--- src/rtl/uart_tx_if.sv ---
// Byte handshake between a producing datapath and uart_tx.
// The producer holds d_in/d_in_valid until it sees d_in_ready at a rising edge.
interface uart_tx_if;
  logic [7:0] d_in;
  logic       d_in_valid;
  logic       d_in_ready;

  modport master (output d_in, output d_in_valid, input d_in_ready);
  modport slave  (input d_in, input d_in_valid, output d_in_ready);
endinterface

--- src/rtl/uart_tx.sv ---
// UART transmitter: start, 8 data bits MSB-first, even parity, stop. Byte buffer is a
// single holding register by default, or a FIFO_DEPTH circular FIFO when TX_FIFO_EN is defined.
module uart_tx #(
  parameter int CLKS_PER_BIT = 16,
  parameter int FIFO_DEPTH   = 4
) (
  input  logic     clk,
  input  logic     rst,
  input  logic     enable,
  uart_tx_if.slave in_if,
  output logic     tx,
  output logic     busy,
  output logic     tx_done
);

  localparam int CNT_W = (CLKS_PER_BIT > 2) ? $clog2(CLKS_PER_BIT) : 1;
  localparam logic [CNT_W-1:0] CNT_ONE  = CNT_W'(1);
  localparam logic [CNT_W-1:0] CNT_LAST = CNT_W'(CLKS_PER_BIT - 1);
  localparam logic [CNT_W-1:0] CNT_PRE  = CNT_W'(CLKS_PER_BIT - 2);

  if (CLKS_PER_BIT < 2 || FIFO_DEPTH < 2 || (FIFO_DEPTH & (FIFO_DEPTH - 1)) != 0) begin : g_bad_param
    $error("uart_tx: CLKS_PER_BIT must be >= 2, FIFO_DEPTH a power of two >= 2");
  end

  typedef enum logic [2:0] {
    IDLE,
    START,
    DATA,
    PARITY,
    STOP
  } state_e;

  state_e           state_q;
  logic [CNT_W-1:0] cnt_q;
  logic [2:0]       bit_idx_q;
  logic [7:0]       shreg_q;
  logic             parity_q;
  logic             tx_q;
  logic             busy_q;
  logic             tx_done_q;

  logic             buf_empty;
  logic             buf_full;
  logic [7:0]       head;
  logic             push;
  logic             pop;
  logic             bit_end;

  assign in_if.d_in_ready = !buf_full;
  assign push             = in_if.d_in_valid && !buf_full;
  assign bit_end          = enable && (cnt_q == CNT_LAST);

  // A byte leaves the buffer either from IDLE or on the final stop edge for back-to-back frames.
  always_comb begin
    // NOTE: every always_comb output gets a default first so no latch is inferred.
    pop = 1'b0;
    if (!buf_empty && enable) begin
      if (state_q == IDLE) begin
        pop = 1'b1;
      end else if (state_q == STOP && cnt_q == CNT_LAST) begin
        pop = 1'b1;
      end
    end
  end

`ifdef TX_FIFO_EN
  localparam int PTR_W = $clog2(FIFO_DEPTH);
  localparam logic [PTR_W:0] PTR_ONE = (PTR_W + 1)'(1);

  logic [7:0]     mem_q [FIFO_DEPTH];
  logic [PTR_W:0] wr_ptr_q, wr_ptr_d;
  logic [PTR_W:0] rd_ptr_q, rd_ptr_d;

  // Pointers carry one extra wrap bit: equal means empty, only the wrap bit differing means full.
  assign buf_empty = (wr_ptr_q == rd_ptr_q);
  assign buf_full  = (wr_ptr_q[PTR_W] != rd_ptr_q[PTR_W]) &&
                     (wr_ptr_q[PTR_W-1:0] == rd_ptr_q[PTR_W-1:0]);
  assign head      = mem_q[rd_ptr_q[PTR_W-1:0]];
  assign wr_ptr_d  = push ? wr_ptr_q + PTR_ONE : wr_ptr_q;
  assign rd_ptr_d  = pop  ? rd_ptr_q + PTR_ONE : rd_ptr_q;

  // NOTE: the storage array is not reset; the pointers alone decide which entries are live.
  always_ff @(posedge clk) begin
    if (push) begin
      mem_q[wr_ptr_q[PTR_W-1:0]] <= in_if.d_in;
    end
  end

  always_ff @(posedge clk) begin
    if (rst) begin
      wr_ptr_q <= '0;
      rd_ptr_q <= '0;
    end else begin
      wr_ptr_q <= wr_ptr_d;
      rd_ptr_q <= rd_ptr_d;
    end
  end
`else
  logic [7:0] hold_q, hold_d;
  logic       hold_vld_q, hold_vld_d;

  assign buf_empty = !hold_vld_q;
  assign buf_full  = hold_vld_q;
  assign head      = hold_q;

  always_comb begin
    hold_d     = hold_q;
    hold_vld_d = hold_vld_q;
    if (pop) begin
      hold_vld_d = 1'b0;
    end
    if (push) begin
      hold_d     = in_if.d_in;
      hold_vld_d = 1'b1;
    end
  end

  always_ff @(posedge clk) begin
    if (rst) begin
      hold_q     <= '0;
      hold_vld_q <= 1'b0;
    end else begin
      hold_q     <= hold_d;
      hold_vld_q <= hold_vld_d;
    end
  end
`endif

  // Frame FSM. enable=0 freezes the bit-period counter and every registered output.
  always_ff @(posedge clk) begin
    // NOTE: sequential state uses non-blocking assignments only, so every read sees the pre-edge value.
    if (rst) begin
      state_q   <= IDLE;
      cnt_q     <= '0;
      bit_idx_q <= '0;
      shreg_q   <= '0;
      parity_q  <= 1'b0;
      tx_q      <= 1'b1;
      busy_q    <= 1'b0;
      tx_done_q <= 1'b0;
    end else begin
      tx_done_q <= 1'b0;
      if (enable && state_q != IDLE) begin
        cnt_q <= bit_end ? '0 : cnt_q + CNT_ONE;
      end

      case (state_q)
        IDLE: begin
          if (pop) begin
            state_q  <= START;
            shreg_q  <= head;
            parity_q <= ^head;
            tx_q     <= 1'b0;
            busy_q   <= 1'b1;
            cnt_q    <= '0;
          end
        end
        START: begin
          if (bit_end) begin
            state_q   <= DATA;
            tx_q      <= shreg_q[7];
            bit_idx_q <= 3'd7;
          end
        end
        DATA: begin
          if (bit_end) begin
            if (bit_idx_q == 3'd0) begin
              state_q <= PARITY;
              tx_q    <= parity_q;
            end else begin
              bit_idx_q <= bit_idx_q - 3'd1;
              shreg_q   <= {shreg_q[6:0], 1'b0};
              tx_q      <= shreg_q[6];
            end
          end
        end
        PARITY: begin
          if (bit_end) begin
            state_q <= STOP;
            tx_q    <= 1'b1;
          end
        end
        STOP: begin
          // Registered pulse lands on the last stop cycle.
          if (enable && cnt_q == CNT_PRE) begin
            tx_done_q <= 1'b1;
          end
          if (bit_end) begin
            if (pop) begin
              state_q  <= START;
              shreg_q  <= head;
              parity_q <= ^head;
              tx_q     <= 1'b0;
            end else begin
              state_q <= IDLE;
              busy_q  <= 1'b0;
            end
          end
        end
        default: begin
          state_q <= IDLE;
          tx_q    <= 1'b1;
          busy_q  <= 1'b0;
        end
      endcase
    end
  end

  assign tx      = tx_q;
  assign busy    = busy_q;
  assign tx_done = tx_done_q;

endmodule

--- src/flat_wrapper.sv ---
// flat-port wrapper written by rule: the top's interface ports become plain ports
module uart_tx_flat 
#(
  parameter int CLKS_PER_BIT = 16,
  parameter int FIFO_DEPTH   = 4
)
  (clk, rst, enable, tx, busy, tx_done, in_if_d_in, in_if_d_in_valid, in_if_d_in_ready);
  uart_tx_if in_if_i ();
  input  logic clk;
  input  logic rst;
  input  logic enable;
  output logic tx;
  output logic busy;
  output logic tx_done;
  input wire logic [$bits(in_if_i.d_in)-1:0] in_if_d_in;
  input wire logic [$bits(in_if_i.d_in_valid)-1:0] in_if_d_in_valid;
  output wire logic [$bits(in_if_i.d_in_ready)-1:0] in_if_d_in_ready;
  assign in_if_i.d_in = in_if_d_in;
  assign in_if_i.d_in_valid = in_if_d_in_valid;
  assign in_if_d_in_ready = in_if_i.d_in_ready;
  uart_tx #(.CLKS_PER_BIT(CLKS_PER_BIT), .FIFO_DEPTH(FIFO_DEPTH)) u_core (.clk(clk), .rst(rst), .enable(enable), .in_if(in_if_i), .tx(tx), .busy(busy), .tx_done(tx_done));
endmodule
--- config.mk ---
export PLATFORM = sky130hd
export DESIGN_NAME = uart_tx_flat
export DESIGN_NICKNAME = d
export VERILOG_FILES = /design/src/rtl/uart_tx_if.sv /design/src/rtl/uart_tx.sv /design/src/flat_wrapper.sv
export SDC_FILE = /design/constraint.sdc
export NUM_CORES = 1
export LEC_CHECK = 0
export ABC_AREA = 1
export CORE_ASPECT_RATIO = 1.75
export CORE_MARGIN = 1
export CORE_UTILIZATION = 54
export CTS_BUF_LIST = sky130_fd_sc_hd__clkbuf_8
export CTS_CLUSTER_DIAMETER = 100
export DETAILED_ROUTE_END_ITERATION = 10
export PLACE_DENSITY = 0.76
export REMOVE_ABC_BUFFERS = 1
export SLEW_MARGIN = 20
export SYNTH_ARGS = -nofsm -noshare
export SYNTH_HDL_FRONTEND = slang
export SYNTH_SLANG_ARGS = --single-unit
--- constraint.sdc ---
create_clock -name clk -period 1.6 [get_ports clk]
set_input_delay 0.16 -clock clk [delete_from_list [all_inputs] [get_ports clk]]
set_output_delay 0.16 -clock clk [all_outputs]
set_load 0.1 [all_outputs]
==> flow_summary.ini <==
[yosys]
synth_compound_area_frac = 0.117
ys_types = 27
yosys.area_share.simple = 0.367
synth_top_area_frac = 0.370
syn_avg_cell_area_um2 = 6.84
ys_seq_area_frac = 0.370
synth_flop_cell = dfxtp_1
synth_top_cell_by_area = dfxtp_1
synth_edf_count = 0
syn-cell-area_mm2 = 0.00168
synthAdderAreaFrac = 0.0299
synth_xor_area_frac = 0.0366
synth_seq_cells = 31
synth_area_leaders = dfxtp_1 (37%), nand2_1 (14%), nor2_1 (8.5%), o21ai_0 (6.6%), inv_1 (4.9%)
synthMostInstantiatedCell = nand2_1
synth_top_family_by_area = simple AND/OR/NAND/NOR gates
synthArstFlopShare = 0
synth_commonest_cells = nand2_1 (64), nor2_1 (38), dfxtp_1 (31)
yosysWarnings = 0
netlist_instances = 245
muxShareOfSynthArea = 0

[finish]
area_delta_synth_final_pct = 21.7
final_util = 0.697
antenna_cells = 0
nets = 286
drive_above_1_share = 0.181

[die]
core_mm2 = 0.00293
die_h_um = 75.7
num_rows = 26
initial_core_util = 0.573
die_w_um = 44.1
ios = 16
dieArea_mm2 = 0.00334

[clocking]
htree_levels = 2
clock_path_buffers = 2
cts_buffers = 5
clockRootBuffer = clkbuf_8
clk_latency_ns = 0.29
cts_tree = built
clock-sinks = 31
clk_pin_slew_ns = 0.07

[critical_path]
path_common_cell = nor2_1
worstPathCellList = ha_2 > inv_1 > nor2_2 > o21ai_2 > nand2_2 > nand2_4 > inv_4 > nor2_1 > nor2_1
start_kind = flop
crit_required_ns = 1.78
r2r_slack_ns = 0.12
rr_worst_depth = 9
startpoint = u_core.cnt_q[0]
critPathCaptureType = flop
reg2reg_from = u_core.cnt_q[0]
rr_endpoint = u_core.shreg_q[1]
crit_end = u_core.shreg_q[1]
crit_type = flop to flop
critPathArrivalTime_ns = 1.65
cp_slowest_stage_delay_ns = 0.33
crit_slowest_cell = dfxtp_2
cp_max_fo = 8

[timing]
rsz0062_at_grt = false
tns_ns = 0
period_needed_ns = 1.48
finalCritPeriodShare = 0.922
slew-limit-headroom = 0.789
finalClockSkew_ns = 0.00567
fmax_mhz = 678
hold-worst-slack_ns = 0.425
setup_violations = 0
finalHoldViolCount = 0
max_slew.worst_pin.slew_ns = 0.316
drv_slew = 0

[power_and_ir_drop]
power_density_mw_per_mm2 = 1310
design_power_total_mw = 2.67
ir_drop_mv = 0.905
power_leakage_nw = 0.963

[run]
drv_cap = 0

[worst_hold_path]
hold_class = flop to flop
hold_path_startpoint = u_core.bit_idx_q[0]

[route]
drc = 0
wl_um = 3600
ant_nets = 0
first_pass_iters = 6
first_iter_violations = 34
num_vias = 1588
viasPerCell = 5.31
wire_per_inst_um = 12.0

[grt]
grtUsageTotal = 0.236
grt_pass1_wl_um = 5730
grt_pass1_vias = 1425
grt-ovfl-total = 0
grt_max_degree = 18
antenna_found_initial = 0

[placement]
dp_hpwl_um = 2610
port_buffers = 15
finalWeightedCongestion = 0.900

[status]
outcome = complete, no violations
==> state kept, by name, indices dropped and copies added, names as in the netlist <==
name              count
u_core.parity_q       1
u_core.busy           1
u_core.head           8
u_core.bit_idx_q      3
u_core.tx_done        1
u_core.cnt_q          4
u_core.tx             1
u_core.buf_full       1
u_core.state_q        3
u_core.shreg_q        8
==> layout by cell type (no fill, tap or decap), types with 2 or more instances in the layout <==
| cell | synthesis | layout |
|---|---|---|
| a21oi_1 | 10 | 10 |
| buf_12 | 0 | 4 |
| buf_4 | 0 | 6 |
| clkbuf_8 | 0 | 7 |
| clkdlybuf4s50_1 | 0 | 11 |
| dfxtp_1 | 31 | 29 |
| dfxtp_2 | 0 | 2 |
| ha_1 | 4 | 3 |
| inv_1 | 22 | 23 |
| inv_2 | 4 | 4 |
| inv_4 | 2 | 2 |
| nand2_1 | 64 | 64 |
| nand2_2 | 7 | 8 |
| nand2_4 | 4 | 4 |
| nand3_1 | 7 | 7 |
| nand4_1 | 2 | 2 |
| nor2_1 | 38 | 36 |
| nor2_2 | 3 | 5 |
| nor3_1 | 4 | 4 |
| nor3b_2 | 3 | 3 |
| o21ai_0 | 22 | 19 |
| o21ai_1 | 1 | 4 |
| xnor2_1 | 4 | 4 |
| xor2_1 | 3 | 3 |
==> where the power goes <==
part	switching, mW	internal [mW]
logic	0.641	0.353
clock network	0.296	0.386
registers	0.108	0.890
==> final cells by class <==
type / instances / area [um^2]
Clock buffer: 7 / 96.3
Clock inverter: 1 / 3.75
Fill cell: 262 / 887
Inverter: 28 / 110
Multi-Input combinational cell: 183 / 937
Sequential cell: 31 / 623
Tap cell: 28 / 35.0
Timing Repair Buffer: 21 / 235
==> critical path: cells and delay by family (launching register included) <==
family                   cells  cell delay [ns]
buffers and inverters        2             0.16
flip-flops                   1             0.33
adder cells (fa/ha/maj)      1             0.20
AND/OR/NAND/NOR              5             0.45
AO/OA/AOI/OAI                1             0.22
==> worst min path at each step <==
stage                               end  cells after the start
floorplan                   u_core.busy                      1
global placement    u_core.bit_idx_q[0]                      1
detailed placement  u_core.bit_idx_q[0]                      1
CTS                 u_core.bit_idx_q[0]                      1
global route        u_core.bit_idx_q[0]                      1
finish              u_core.bit_idx_q[0]                      1
==> per-stage QoR <==
step / cell area (um^2) / std cells / setup slack (ns)
floorplan: 1650 / 241 / -0.0443
global placement: 1920 / 289 / 0.0764
detailed placement: 1920 / 289 / 0.0183
CTS: 2020 / 297 / 0.107
global route: 2040 / 299 / 0.0148
finish: 2040 / 299 / 0.125
==> repair_timing <==
| action | 4_1_cts | 5_1_grt |
|---|---|---|
| setup buffers | 0 | 1 |
| hold buffers | 0 | 0 |
| endpoints found under the setup margin | 0 | 8 |
| resized for setup | 0 | 8 |
==> cell families after synthesis <==
family / Yosys count
simple gates: 134
compound gates: 37
buf+inv: 32
flops: 31
xor+xnor: 7
fa+ha+maj: 4
==> routing by layer <==
metal	wire [um]	global-route usage
met5	0	0
met4	140	0.152
met3	106	0.0545
met2	2020	0.459
met1	1330	0.206
No activity file was read; power rests on OpenSTA's default activity.
